==> config.mk <==
export PLATFORM = sky130hd
export DESIGN_NAME = spi_slave_core
export DESIGN_NICKNAME = d
export VERILOG_FILES = /design/src/rtl/spi_pkg.sv /design/src/rtl/spi_sync_edge.sv /design/src/rtl/spi_slave_core.sv
export SDC_FILE = /design/constraint.sdc
export NUM_CORES = 1
export LEC_CHECK = 0
export CAP_MARGIN = 0
export CORE_AREA = 2 2 75 56
export CTS_CLUSTER_SIZE = 24
export DETAILED_ROUTE_END_ITERATION = 10
export DIE_AREA = 0 0 77 58
export DONT_BUFFER_PORTS = 1
export GPL_TIMING_DRIVEN = 0
export PLACE_DENSITY = 0.69
export SLEW_MARGIN = 10
export SYNTH_ARGS = -nofsm -noshare
export SYNTH_HDL_FRONTEND = slang
export SYNTH_SLANG_ARGS = --single-unit
export TNS_END_PERCENT = 50
==> constraint.sdc <==
create_clock -name clk -period 5.4 [get_ports clk]
set_input_delay 0.54 -clock clk [delete_from_list [all_inputs] [get_ports clk]]
set_output_delay 0.54 -clock clk [all_outputs]
set_load 0.1 [all_outputs]
==> src/rtl/spi_pkg.sv <==
// rtl/spi_pkg.sv - shared types and helpers for the SPI target engine
package spi_pkg;

    localparam int DEFAULT_DATA_WIDTH = 8;

    typedef enum logic {
        IDLE   = 1'b0,
        ACTIVE = 1'b1
    } state_t;

    typedef struct packed {
        logic cpol;
        logic cpha;
    } spi_mode_t;

    // Leading edge is rising when cpol=0; sampling uses it when cpha=0.
    function automatic logic sample_on_rise(input spi_mode_t m);
        return ~(m.cpol ^ m.cpha);
    endfunction

endpackage

==> src/rtl/spi_sync_edge.sv <==
// rtl/spi_sync_edge.sv - multi-flop synchronizer with rise/fall pulse outputs
module spi_sync_edge
    import spi_pkg::*;
#(
    parameter int SYNC_STAGES = 2
) (
    input  logic clk,
    input  logic reset,
    input  logic din,
    output logic rise,
    output logic fall
);

    logic [SYNC_STAGES-1:0] sync_q, sync_d;
    logic                   prev_q, prev_d;

    always_comb begin
        sync_d = {sync_q[SYNC_STAGES-2:0], din};
        prev_d = sync_q[SYNC_STAGES-1];
    end

    always_ff @(posedge clk) begin
        if (!reset) begin
            sync_q <= '0;
            prev_q <= 1'b0;
        end else begin
            sync_q <= sync_d;
            prev_q <= prev_d;
        end
    end

    assign rise = sync_q[SYNC_STAGES-1] & ~prev_q;
    assign fall = ~sync_q[SYNC_STAGES-1] & prev_q;

endmodule

==> src/rtl/spi_slave_core.sv <==
// rtl/spi_slave_core.sv - SPI target engine, all four CPOL/CPHA modes, oversampled in clk
module spi_slave_core
    import spi_pkg::*;
#(
    parameter int DATA_WIDTH  = DEFAULT_DATA_WIDTH,
    parameter int SYNC_STAGES = 2
) (
    input  logic                  clk,
    input  logic                  reset,
    input  logic                  cpol,
    input  logic                  cpha,
    input  logic                  sclk,
    input  logic                  mosi,
    input  logic                  cs,
    output logic                  miso,
    output logic [DATA_WIDTH-1:0] si_data,
    output logic                  si_done,
    input  logic [DATA_WIDTH-1:0] so_data,
    input  logic                  so_start,
    output logic                  so_ready
);

    localparam int CW = $clog2(DATA_WIDTH);
    localparam logic [CW-1:0] LAST_BIT = CW'(DATA_WIDTH - 1);

    logic sclk_rise, sclk_fall, cs_rise, cs_fall;

    spi_sync_edge #(.SYNC_STAGES(SYNC_STAGES)) u_sclk_sync (
        .clk  (clk),
        .reset(reset),
        .din  (sclk),
        .rise (sclk_rise),
        .fall (sclk_fall)
    );

    spi_sync_edge #(.SYNC_STAGES(SYNC_STAGES)) u_cs_sync (
        .clk  (clk),
        .reset(reset),
        .din  (cs),
        .rise (cs_rise),
        .fall (cs_fall)
    );

    logic [SYNC_STAGES-1:0] mosi_sync_q, mosi_sync_d;
    logic                   mosi_s;

    state_t                 state_q, state_d;
    spi_mode_t              mode_q, mode_d;
    logic [CW-1:0]          cnt_q, cnt_d;
    logic [DATA_WIDTH-1:0]  rx_q, rx_d;
    logic [DATA_WIDTH-1:0]  tx_q, tx_d;
    logic [DATA_WIDTH-1:0]  buf_q, buf_d;
    logic                   buf_full_q, buf_full_d;
    logic [DATA_WIDTH-1:0]  si_data_q, si_data_d;
    logic                   si_done_q, si_done_d;
    logic                   miso_q, miso_d;
    logic                   sample_edge, shift_edge, consume;

    assign mosi_s      = mosi_sync_q[SYNC_STAGES-1];
    assign sample_edge = sample_on_rise(mode_q) ? sclk_rise : sclk_fall;
    assign shift_edge  = sample_on_rise(mode_q) ? sclk_fall : sclk_rise;

    always_comb begin
        mosi_sync_d = {mosi_sync_q[SYNC_STAGES-2:0], mosi};
        state_d     = state_q;
        mode_d      = mode_q;
        cnt_d       = cnt_q;
        rx_d        = rx_q;
        tx_d        = tx_q;
        buf_d       = buf_q;
        buf_full_d  = buf_full_q;
        si_data_d   = si_data_q;
        si_done_d   = 1'b0;
        miso_d      = miso_q;
        consume     = 1'b0;

        case (state_q)
            IDLE: begin
                cnt_d = '0;
                if (cs_fall) begin
                    state_d     = ACTIVE;
                    mode_d.cpol = cpol;
                    mode_d.cpha = cpha;
                    miso_d      = 1'b0;
                    tx_d        = buf_full_q ? buf_q : '0;
                    consume     = buf_full_q;
                end
            end
            ACTIVE: begin
                if (cs_rise) begin
                    state_d = IDLE;
                    cnt_d   = '0;
                    rx_d    = '0;
                end else if (sample_edge) begin
                    rx_d = {rx_q[DATA_WIDTH-2:0], mosi_s};
                    if (cnt_q == LAST_BIT) begin
                        cnt_d     = '0;
                        si_data_d = rx_d;
                        si_done_d = 1'b1;
                        tx_d      = buf_full_q ? buf_q : '0;
                        consume   = buf_full_q;
                    end else begin
                        cnt_d = cnt_q + CW'(1);
                    end
                end else if (shift_edge) begin
                    // cpha=0: the trailing edge right after a wrap must not disturb the freshly reloaded byte.
                    if (mode_q.cpha) begin
                        miso_d = tx_q[DATA_WIDTH-1];
                        tx_d   = tx_q << 1;
                    end else if (cnt_q != '0) begin
                        tx_d = tx_q << 1;
                    end
                end
            end
            default: state_d = IDLE;
        endcase

        if (consume) begin
            buf_full_d = 1'b0;
        end else if (so_start && !buf_full_q) begin
            buf_d      = so_data;
            buf_full_d = 1'b1;
        end
    end

    always_ff @(posedge clk) begin
        if (!reset) begin
            mosi_sync_q <= '0;
            state_q     <= IDLE;
            mode_q      <= '0;
            cnt_q       <= '0;
            rx_q        <= '0;
            tx_q        <= '0;
            buf_q       <= '0;
            buf_full_q  <= 1'b0;
            si_data_q   <= '0;
            si_done_q   <= 1'b0;
            miso_q      <= 1'b0;
        end else begin
            mosi_sync_q <= mosi_sync_d;
            state_q     <= state_d;
            mode_q      <= mode_d;
            cnt_q       <= cnt_d;
            rx_q        <= rx_d;
            tx_q        <= tx_d;
            buf_q       <= buf_d;
            buf_full_q  <= buf_full_d;
            si_data_q   <= si_data_d;
            si_done_q   <= si_done_d;
            miso_q      <= miso_d;
        end
    end

    assign miso     = (state_q == ACTIVE) ? (mode_q.cpha ? miso_q : tx_q[DATA_WIDTH-1]) : 1'b0;
    assign si_data  = si_data_q;
    assign si_done  = si_done_q;
    assign so_ready = ~buf_full_q;

endmodule

**Word-level counts from Yosys, hierarchy flattened**

Index checks and enable logic that the tools add are counted.

- Bits in registers: 48
- Output and inout bits: 11
- Input port bits: 16
- Logic and storage cells: 88

- Add/sub/neg operators: 1
- Mux-type cells: 34
- Bitwise gates (word level): 15
- Reductions and logical operators: 12
- Eq/ne operators: 10

Operators by type and width:

| kind | count |
|---|---|
| $mux W8 | 8 |
| $mux W1 | 16 |
| $pmux W8 S2 | 1 |
| $mux W7 | 2 |
| $not A1 Y1 | 10 |
| $reduce_and A5 Y1 | 2 |
| $mux W3 | 3 |
| $ne A2 B2 Y1 const B | 3 |
| $ne A3 B2 Y1 const B | 2 |
| $pmux W1 S2 | 3 |
| $pmux W3 S2 | 1 |
| $reduce_and A2 Y1 | 3 |
| $and A1 B1 Y1 | 4 |
| $ne A2 B1 Y1 const B | 2 |
| $ne A4 B1 Y1 const B | 1 |
| $reduce_and A4 Y1 | 1 |
| $reduce_or A4 Y1 | 1 |
| $add A3 B1 Y3 const B | 1 |
| $eq A3 B3 Y1 const B | 1 |
| $ne A3 B1 Y1 const B | 1 |
| $reduce_bool A3 Y1 | 1 |
| $reduce_bool A2 Y1 | 1 |
| $reduce_or A2 Y1 | 1 |
| $logic_and A1 B1 Y1 | 1 |
| other kinds (2) | 2 |

**Depth between registers and ports, before layout**

Gate-level depths: netlist of run 1.

- Depth in word-level cells: 8
- Depth in mapped cells: 7
- Gate-level depth less buffers: 6

**By module**

Synthesis of run 1 repeated with hierarchy kept, for this count alone.

- Cell total of the unflattened synthesis: 225
- Area, all modules: 1984.4 um^2

Modules (own cells, without submodules):

| module | sequential area each (um^2) | area each (um^2) | cells an instance | instances |
|---|---|---|---|---|
| spi_slave_core | 840.8 | 1801.7 | 209 | 1 |
| spi_sync_edge | 60.1 | 91.3 | 8 | 2 |

**Worst setup path before layout of run 1**

No wires, ideal clock.

- Path kind: reg-to-output
- Start: register state_q
- End: output miso
- Cell stages (with the launch flop): 3
- Data arrival time: 2.005 ns
- Path buffers: 1
- Required time: 4.860 ns
- Path slack: 2.855 ns
- Cell sequence: dfxtp_1 -> clkbuf_1 -> nor2b_1

- Longest elaborated chain between the ends: 1

Ends and longest elaborated chain:

| item | RTL line | source |
|---|---|---|
| start, declared | spi_slave_core.sv:47 | `state_t state_q, state_d;` |
| start signal, assigned | spi_slave_core.sv:141 | `state_q <= state_d;` |
| $mux W1 | spi_slave_core.sv:154 | `assign miso = (state_q == ACTIVE) ? (mode_q.cpha ? miso_q : tx_q[DATA_WIDTH-1]) : 1'b0;` |
| end, declared | spi_slave_core.sv:15 | `output logic miso,` |

No other way between the ends.

**Worst setup path in the final report of run 1**

Same ends and word-level chain as after synthesis.

==> impl_metrics.yaml, run 1 <==
synthesis:
  ys_seq_area_share_pct: 48.24
  synth_area_um2: 1992
  ys_warn_count: 0
  ys_ff_latch: 48
  synth_area_leader_cell: "dfxtp_1"
  synth_commonest_cells: "dfxtp_1 (48), nand2_1 (48), mux2i_1 (15)"
  avgSynthCellArea_um2: 9.396
  synth_fp_nets: 231
  ys_types: 36
  yosys-top-cells-area: "dfxtp_1 (48%), nand2_1 (9.0%), mux2i_1 (7.5%)"
  ys.flop_type: "dfxtp_1"
  synth_top_area_share_pct: 48.24
  synth_edf_count: 0
  netlist_instances: 212
  async_reset_ff_share_pct: 0
layout:
  areaGrowthSynthToFinish_pct: 8.292
  drive_gt1_share_pct: 10.45
  final_nets: 238
  final_util_pct: 57.43
  instances_no_fill: 272
  final_area_um2: 2157
  diodes: 0
hold_path:
  hold_path.class: "in -> reg"
clock_tree:
  cts_buffers: 5
  clk_pin_slew_worst_paths_ns: 0.09
  cts.htree.levels: 2
  cts_tree: "done"
  clockBufferDepth: 2
  hold_buffers: 0
  post-cts-setup-buffer-count: 0
  clkSinkCount: 48
  cts-root-buf: "clkbuf_8"
  clk-insertion-delay-late_ns: 0.30
  cts_resized: 0
power_and_ir_drop:
  clkPwrFrac_pct: 35.3
  p_leak_nw: 0.8749
  p_sw_share_pct: 24.20
  max-vdd-ir-drop_uv: 205.9
  seqPwrFrac_pct: 57.8
  p_int_w: 0.0004815
  p_sw_w: 0.0001537
  powerDensity_nw_per_um2: 294.5
  p_comb_share_pct: 6.9
grt:
  grt_overflow: 0
  grt_max_degree: 16
  grt_use_total_pct: 18.57
  grt_pass1_wl_um: 6520
  antenna_found_initial: 0
  grt_pass1_vias: 1469
sta:
  clock.fmax_mhz: 386.5
  setup_tns_ns: 0
  timing.final.crit_period_ns: 2.587
  clock_skew_ns: 0.004024
  maxSlewViolCount: 0
  tightest_slew_ns: 1.068
  rsz0062_at_grt: "false"
  fin_crit_sh_pct: 47.91
  hold_viol_final: 0
  finalSetupViolCount: 0
  slew_headroom_pct: 28.48
setup_path:
  endpoint: "miso"
  worstReg2RegEnd: "buf_q[7]"
  r2r_slack_ns: 3.42
  worstSetupStartpoint: "state_q"
  cp.arrival_ns: 2.05
  max_stage_delay_ns: 0.95
  r2r_cells: 5
  r2r-start: "buf_full_q"
  critPathRequiredTime_ns: 4.86
  cp_max_fo: 10
  end_kind: "output pin"
  crit_chain: "clkbuf_1, nor2b_2"
  worstSetupPathType: "reg -> out"
  critPathSlowestCell: "nor2b_2"
  worst_setup_path_start_kind: "flip-flop"
detailed_routing:
  num_vias: 1470
  drt_iter0_markers: 68
  wire_per_inst_um: 14.36
  totalWireLength_um: 3905
  drt-pass1-iter-count: 4
  route.detailed.drc: 0
  viasPerCell: 5.404
  ant_nets: 0
floorplan:
  dieArea_um2: 4466
  die_h_um: 58
  num_rows: 19
  start_util_pct: 53.03
  io_pins: 27
  fp.dieW_um: 77
  coreArea_um2: 3756
placement:
  hpwlAfterDp_um: 2944
  dp_cells: 264
  dpl-instance-area_um2: 2059
  port_buffers: 0
  gp_congestion: 0.7791
flow_run:
  maxCapViolations: 0
run_status:
  status: "finished, final reports clean"
-- registers in the layout, summed over array words and instances, names as in the netlist, 2 cells and up --
name                cells
u_cs_sync.sync_q        2
tx_q                    8
rx_q                    7
cnt_q                   3
u_sclk_sync.sync_q      2
mode_q                  2
si_data                 8
mosi_sync_q             2
buf_q                   8
-- cell type report --
class                      count  area [um2]
tap                           52       65.06
fill                         347        1599
clock buffer                   6       82.58
clock inverter                 2       15.01
sequential                    48       960.9
buffer                        13       87.58
multi-input combinational    146       927.1
inverter                       5       18.77
-- per-stage QoR --
step | power, W | setup slack, ns | hold WS [ns]
final | 0.0006352 | 2.813 | 0.3564
after global placement | 0.0004171 | 2.679 | 0.4165
after floorplan | 0.0004102 | 2.855 | 0.4119
after global routing | 0.0006581 | 2.735 | 0.3447
after CTS | 0.0006374 | 2.803 | 0.3521
after detailed placement | 0.0004195 | 3.152 | 0.4181
-- kinds of logic (layout without fill, tap and decap cells) --
| group | Yosys count | count (layout) | synth area share, % |
|---|---|---|---|
| adder cells (fa/ha/maj) | 3 | 3 | 1.885 |
| flip-flops | 48 | 48 | 48.24 |
| XOR/XNOR | 1 | 1 | 0.8168 |
| AND/OR/NAND/NOR | 87 | 87 | 20.67 |
| multiplexers | 16 | 16 | 8.228 |
| AO/OA/AOI/OAI | 39 | 39 | 14.82 |
| buffers and inverters | 18 | 26 | 5.339 |
-- cells in the final DEF (no fill, tap or decap), drive strengths merged --
cell      count
a21boi        1
and2         10
a211o         1
nand3b        1
buf           5
nand2        49
o22ai         7
nand3         8
nand4         1
clkbuf       14
a221oi        1
nor2b         2
nand4b        1
or2b          2
or2           1
a21oi        14
dfxtp        48
clkinvlp      2
o211a         7
nand2b        2
and2b         2
mux2i        16
nor2          6
inv           5
ha            3
o211ai        1
nor3b         1
o221ai        7
xnor2         1
nor3          1
-- critical path: cells and delay by family (launching register included) --
family / cells / cell delay, ns
flops: 1 / 0.41
simple gates: 1 / 0.95
buf+inv: 1 / 0.39
-- worst min-delay path by stage --
stage                                startpoint                    end  cells past startpoint
after global routing                         cs    u_cs_sync.sync_q[0]                      1
final                                        cs    u_cs_sync.sync_q[0]                      1
after floorplan                  mosi_sync_q[0]         mosi_sync_q[1]                      1
after CTS                                    cs    u_cs_sync.sync_q[0]                      1
after global placement    u_sclk_sync.sync_q[0]  u_sclk_sync.sync_q[1]                      1
after detailed placement  u_sclk_sync.sync_q[0]  u_sclk_sync.sync_q[1]                      1
-- power groups by stage --
stage | sequential (W) | clock (W) | combinational (W)
after floorplan | 0.000374 | 0 | 0.0000359
after global placement | 0.000375 | 0 | 0.0000419
after detailed placement | 0.000376 | 0 | 0.0000438
after CTS | 0.000367 | 0.000226 | 0.0000439
after global routing | 0.000369 | 0.000241 | 0.0000482
final | 0.000367 | 0.000224 | 0.0000439
-- metal layers --
| layer | track usage (%) | vias to the layer above | share of wire, % |
|---|---|---|---|
| met4 | 8.673 | 0 | 2.3 |
| met2 | 30.83 | 40 | 46 |
| met3 | 4.984 | 11 | 5.6 |
| met1 | 23.00 | 673 | 46 |
| li1 | - | 746 | - |
| met5 | 0 | - | 0 |
(Power assumes the default switching activity.)
==> inputs of run 2 (changes only) <==
- clock period: 5.4 -> 2.5 ns (I/O delays scaled with it)
==> impl_metrics.yaml, run 2 (synthesized netlist as in run 1, its figures left out) <==
run_status:
  status: "finished, final reports clean"
detailed_routing:
  route.detailed.drc: 0
  num_vias: 1473
  drt-pass1-iter-count: 4
  wire_per_inst_um: 14.41
  viasPerCell: 5.415
  drt_iter0_markers: 71
  ant_nets: 0
  totalWireLength_um: 3919
layout:
  areaGrowthSynthToFinish_pct: 8.292
  instances_no_fill: 272
  final_cell_mix: "nand2_1 (48), dfxtp_1 (48), mux2i_1 (15), a21oi_1 (14), and2_1 (10)"
  final_area_um2: 2157
  drive_gt1_share_pct: 10.45
  diodes: 0
  final_nets: 238
power_and_ir_drop:
  p_comb_share_pct: 6.9
  p_leak_nw: 0.8749
  p_sw_w: 0.0003337
  clkPwrFrac_pct: 35.3
  p_int_w: 0.001040
  p_sw_share_pct: 24.29
  seqPwrFrac_pct: 57.8
  max-vdd-ir-drop_uv: 447.3
  powerDensity_nw_per_um2: 636.9
clock_tree:
  clk_pin_slew_worst_paths_ns: 0.09
  post-cts-setup-buffer-count: 0
  cts_buffers: 5
  hold_buffers: 0
  clk-insertion-delay-late_ns: 0.30
  cts.htree.levels: 2
  cts_resized: 0
  cts-root-buf: "clkbuf_8"
  clkSinkCount: 48
  clockBufferDepth: 2
  cts_tree: "done"
grt:
  grt_pass1_wl_um: 6513
  grt_overflow: 0
  grt_use_total_pct: 18.53
  grt_max_degree: 16
  grt_pass1_vias: 1470
  antenna_found_initial: 0
setup_path:
  critPathSlowestCell: "nor2b_2"
  worstSetupPathType: "reg -> out"
  worstSetupStartpoint: "state_q"
  r2r_slack_ns: 0.51
  crit_chain: "clkbuf_1, nor2b_2"
  endpoint: "miso"
  r2r-start: "buf_full_q"
  max_stage_delay_ns: 0.95
  critPathRequiredTime_ns: 2.25
  worstReg2RegEnd: "buf_q[7]"
  r2r_cells: 5
  cp_max_fo: 10
  cp.arrival_ns: 2.05
  worst_setup_path_start_kind: "flip-flop"
  end_kind: "output pin"
sta:
  tightest_slew_ns: 1.068
  clock_skew_ns: 0.004593
  timing.final.crit_period_ns: 2.297
  clock.fmax_mhz: 435.3
  maxSlewViolCount: 0
  finalSetupViolCount: 0
  fin_crit_sh_pct: 91.88
  slew_headroom_pct: 28.48
  hold_viol_final: 0
  rsz0062_at_grt: "false"
  setup_tns_ns: 0
floorplan:
  dieArea_um2: 4466
  io_pins: 27
  coreArea_um2: 3756
  die_h_um: 58
  fp.dieW_um: 77
  num_rows: 19
  start_util_pct: 53.03
hold_path:
  hold_depth: 1
  hold_path.class: "in -> reg"
placement:
  dp_cells: 264
  dpl-instance-area_um2: 2059
  gp_congestion: 0.7791
  port_buffers: 0
  hpwlAfterDp_um: 2944
flow_run:
  maxCapViolations: 0
==> run 2: per-stage QoR <==
| step | worst slack, ns | hold slack, ns | util [%] | power, W |
|---|---|---|---|---|
| floorplan | 0.2450 | 0.3773 | - | 0.0008860 |
| global placement | 0.06924 | 0.3778 | 54.76 | 0.0009009 |
| detailed placement | 0.5318 | 0.3803 | 54.83 | 0.0009060 |
| CTS | 0.1929 | 0.06206 | 57.43 | 0.001377 |
| global route | 0.1250 | 0.05472 | 57.43 | 0.001421 |
| finish | 0.2029 | 0.06624 | 57.43 | 0.001374 |
==> run 2: worst min path at each step <==
stage	endpoint	from	slack [ns]
after global routing	u_cs_sync.sync_q[0]	cs	0.05
after floorplan	mosi_sync_q[0]	mosi	0.38
final	u_cs_sync.sync_q[0]	cs	0.07
after CTS	u_cs_sync.sync_q[0]	cs	0.06
after global placement	u_sclk_sync.sync_q[0]	sclk	0.38
after detailed placement	u_cs_sync.sync_q[0]	cs	0.38
==> run 2: cell type report <==
cell class,count,area (um2)
fill,347,1599
sequential,48,960.9
multi-input combinational,146,927.1
buffer,13,87.58
clock buffer,6,82.58
tap,52,65.06
inverter,5,18.77
clock inverter,2,15.01
==> run 2: power by group through the flow <==
stage / Sequential, W / Combinational (W) / Clock (W)
after floorplan: 0.000809 / 0.0000774 / 0
after global placement: 0.000810 / 0.0000906 / 0
after detailed placement: 0.000812 / 0.0000945 / 0
after CTS: 0.000793 / 0.0000948 / 0.000488
after global routing: 0.000796 / 0.000104 / 0.000521
final: 0.000794 / 0.0000951 / 0.000485
==> run 2: worst max-delay path, delay by kind of cell, from the launching register on <==
| kind | cells | cell delay [ns] |
|---|---|---|
| simple gates | 1 | 0.95 |
| flops | 1 | 0.41 |
| buf+inv | 1 | 0.39 |
==> run 2: layer usage <==
metal	up-vias	routed length (um)	part of all wire (%)	track usage [%]
met5	-	0	0	0
met1	686	1881	48	22.90
li1	745	-	-	-
met4	0	76	1.9	8.673
met3	9	177	4.5	4.984
met2	33	1783	45	30.83
==> inputs of run 3 (changes only) <==
==> constraint.sdc (replaced) <==
create_clock -name clk -period 2.5 [get_ports clk]
set_input_delay 0.75 -clock clk [delete_from_list [all_inputs] [get_ports clk]]
set_output_delay 0.75 -clock clk [all_outputs]
set_load 0.1 [all_outputs]
==> impl_metrics.yaml, run 3 (synthesized netlist as in run 1, its figures left out) <==
run_status:
  status: "finished, final reports clean"
sta:
  clock.fmax_mhz: 435.1
  rsz0062_at_grt: "false"
  maxSlewViolCount: 0
  clock_skew_ns: 0.007330
  slew_headroom_pct: 34.36
  fin_crit_sh_pct: 91.93
  hold_viol_final: 0
  setup_tns_ns: 0
  tightest_slew_ns: 0.9832
  finalSetupViolCount: 0
  timing.final.crit_period_ns: 2.298
setup_path:
  cp.arrival_ns: 1.55
  end_kind: "output pin"
  worstSetupPathType: "reg -> out"
  worst_setup_path_start_kind: "flip-flop"
  critPathRequiredTime_ns: 1.75
  worstSetupStartpoint: "state_q"
  r2r-start: "buf_full_q"
  r2r_cells: 5
  cp_max_fo: 10
  worstReg2RegEnd: "buf_q[3]"
  r2r_slack_ns: 0.52
  endpoint: "miso"
layout:
  ff_latch_area_um2: 960.9
  final_cell_mix: "nand2_1 (48), dfxtp_1 (48), mux2i_1 (15), a21oi_1 (14), and2_1 (10)"
  multi_input_area_um2: 932.1
  drive_gt1_share_pct: 10.91
  diodes: 0
  final_util_pct: 58.23
  final_nets: 238
  areaGrowthSynthToFinish_pct: 9.799
  fill_cells: 337
detailed_routing:
  wire_per_inst_um: 13.92
  viasPerCell: 5.544
  drt_iter0_markers: 48
  num_vias: 1508
  totalWireLength_um: 3785
  ant_nets: 0
  drt-pass1-iter-count: 4
  route.detailed.drc: 0
grt:
  grt_pass1_wl_um: 6472
  grt_max_degree: 16
  grt_overflow: 0
  grt_pass1_vias: 1499
  antenna_found_initial: 0
  grt_use_total_pct: 18.34
clock_tree:
  clkSinkCount: 48
  clockBufferDepth: 2
  cts_tree: "done"
  clk_pin_slew_worst_paths_ns: 0.09
  clk-insertion-delay-late_ns: 0.30
  cts_buffers: 5
  cts-root-buf: "clkbuf_8"
  post-cts-setup-buffer-count: 0
  cts.htree.levels: 2
power_and_ir_drop:
  clkPwrFrac_pct: 39.5
  powerDensity_nw_per_um2: 671.9
  seqPwrFrac_pct: 54.0
  p_int_w: 0.001143
  max-vdd-ir-drop_uv: 443.9
  p_sw_share_pct: 22.20
  p_sw_w: 0.0003263
  p_comb_share_pct: 6.5
  p_leak_nw: 0.8967
placement:
  hpwlAfterDp_um: 2883
  gp_congestion: 0.7790
  port_buffers: 0
floorplan:
  num_rows: 19
  io_pins: 27
  start_util_pct: 53.03
  dieArea_um2: 4466
  coreArea_um2: 3756
  fp.dieW_um: 77
  die_h_um: 58
hold_path:
  hold_path.class: "reg -> reg"
  worstHoldStart: "u_cs_sync.sync_q[0]"
flow_run:
  maxCapViolations: 0
run 3: changes by cell type in the layout (fill, tap and decap cells not counted), sizes merged:
cell and delta:
clkinv +1, clkinvlp -2, bufinv +1
run 3: power groups by stage:
stage	Clock (W)	Combinational (W)	Sequential, W
final	0.000581	0.0000949	0.000794
after global routing	0.000626	0.000104	0.000796
after CTS	0.000590	0.0000948	0.000793
after detailed placement	0	0.0000940	0.000811
after global placement	0	0.0000908	0.000810
after floorplan	0	0.0000776	0.000809
run 3: cell type report:
class | instances | share of cell area, %
buffer | 13 | 4.062
clock buffer | 6 | 3.776
clock inverter | 2 | 1.773
inverter | 5 | 0.8581
multi-input combinational | 146 | 42.62
sequential | 48 | 43.94
tap | 52 | 2.975
run 3: timing repair:
item / CTS / global route
hold buffers: 0 / 0
resized for setup: 1 / 2
setup endpoints to repair: 1 / 1
run 3: per-stage QoR:
step	worst slack, ns	cell area, um2	total power, W	cells	hold slack [ns]
after floorplan	0.2568	1994	0.0008861	212	0.4119
after global placement	0.07271	2059	0.0009011	264	0.4165
after detailed placement	0.04836	2059	0.0009055	264	0.4181
after CTS	0.001171	2186	0.001478	272	0.4322
after global routing	0.1225	2187	0.001526	272	0.4513
final	0.2017	2187	0.001470	272	0.4381
run 3: metal layers:
| metal | global-route usage, % | routed length, um |
|---|---|---|
| met4 | 6.122 | 30 |
| met3 | 6.854 | 197 |
| met1 | 22.43 | 1817 |
| met5 | 0 | 0 |
| met2 | 30.45 | 1739 |
run 3: critical path, stage by stage, from the launching register on:
cell and delay (ns):
dfxtp_1 0.40, clkbuf_2 0.26, nor2b_4 0.58
run 3: how the worst min path moves through the flow:
stage | endpoint | depth (start not counted)
after floorplan | mosi_sync_q[1] | 1
after global placement | u_sclk_sync.sync_q[1] | 1
after detailed placement | u_sclk_sync.sync_q[1] | 1
after CTS | u_cs_sync.sync_q[1] | 1
after global routing | u_cs_sync.sync_q[1] | 1
final | u_cs_sync.sync_q[1] | 1
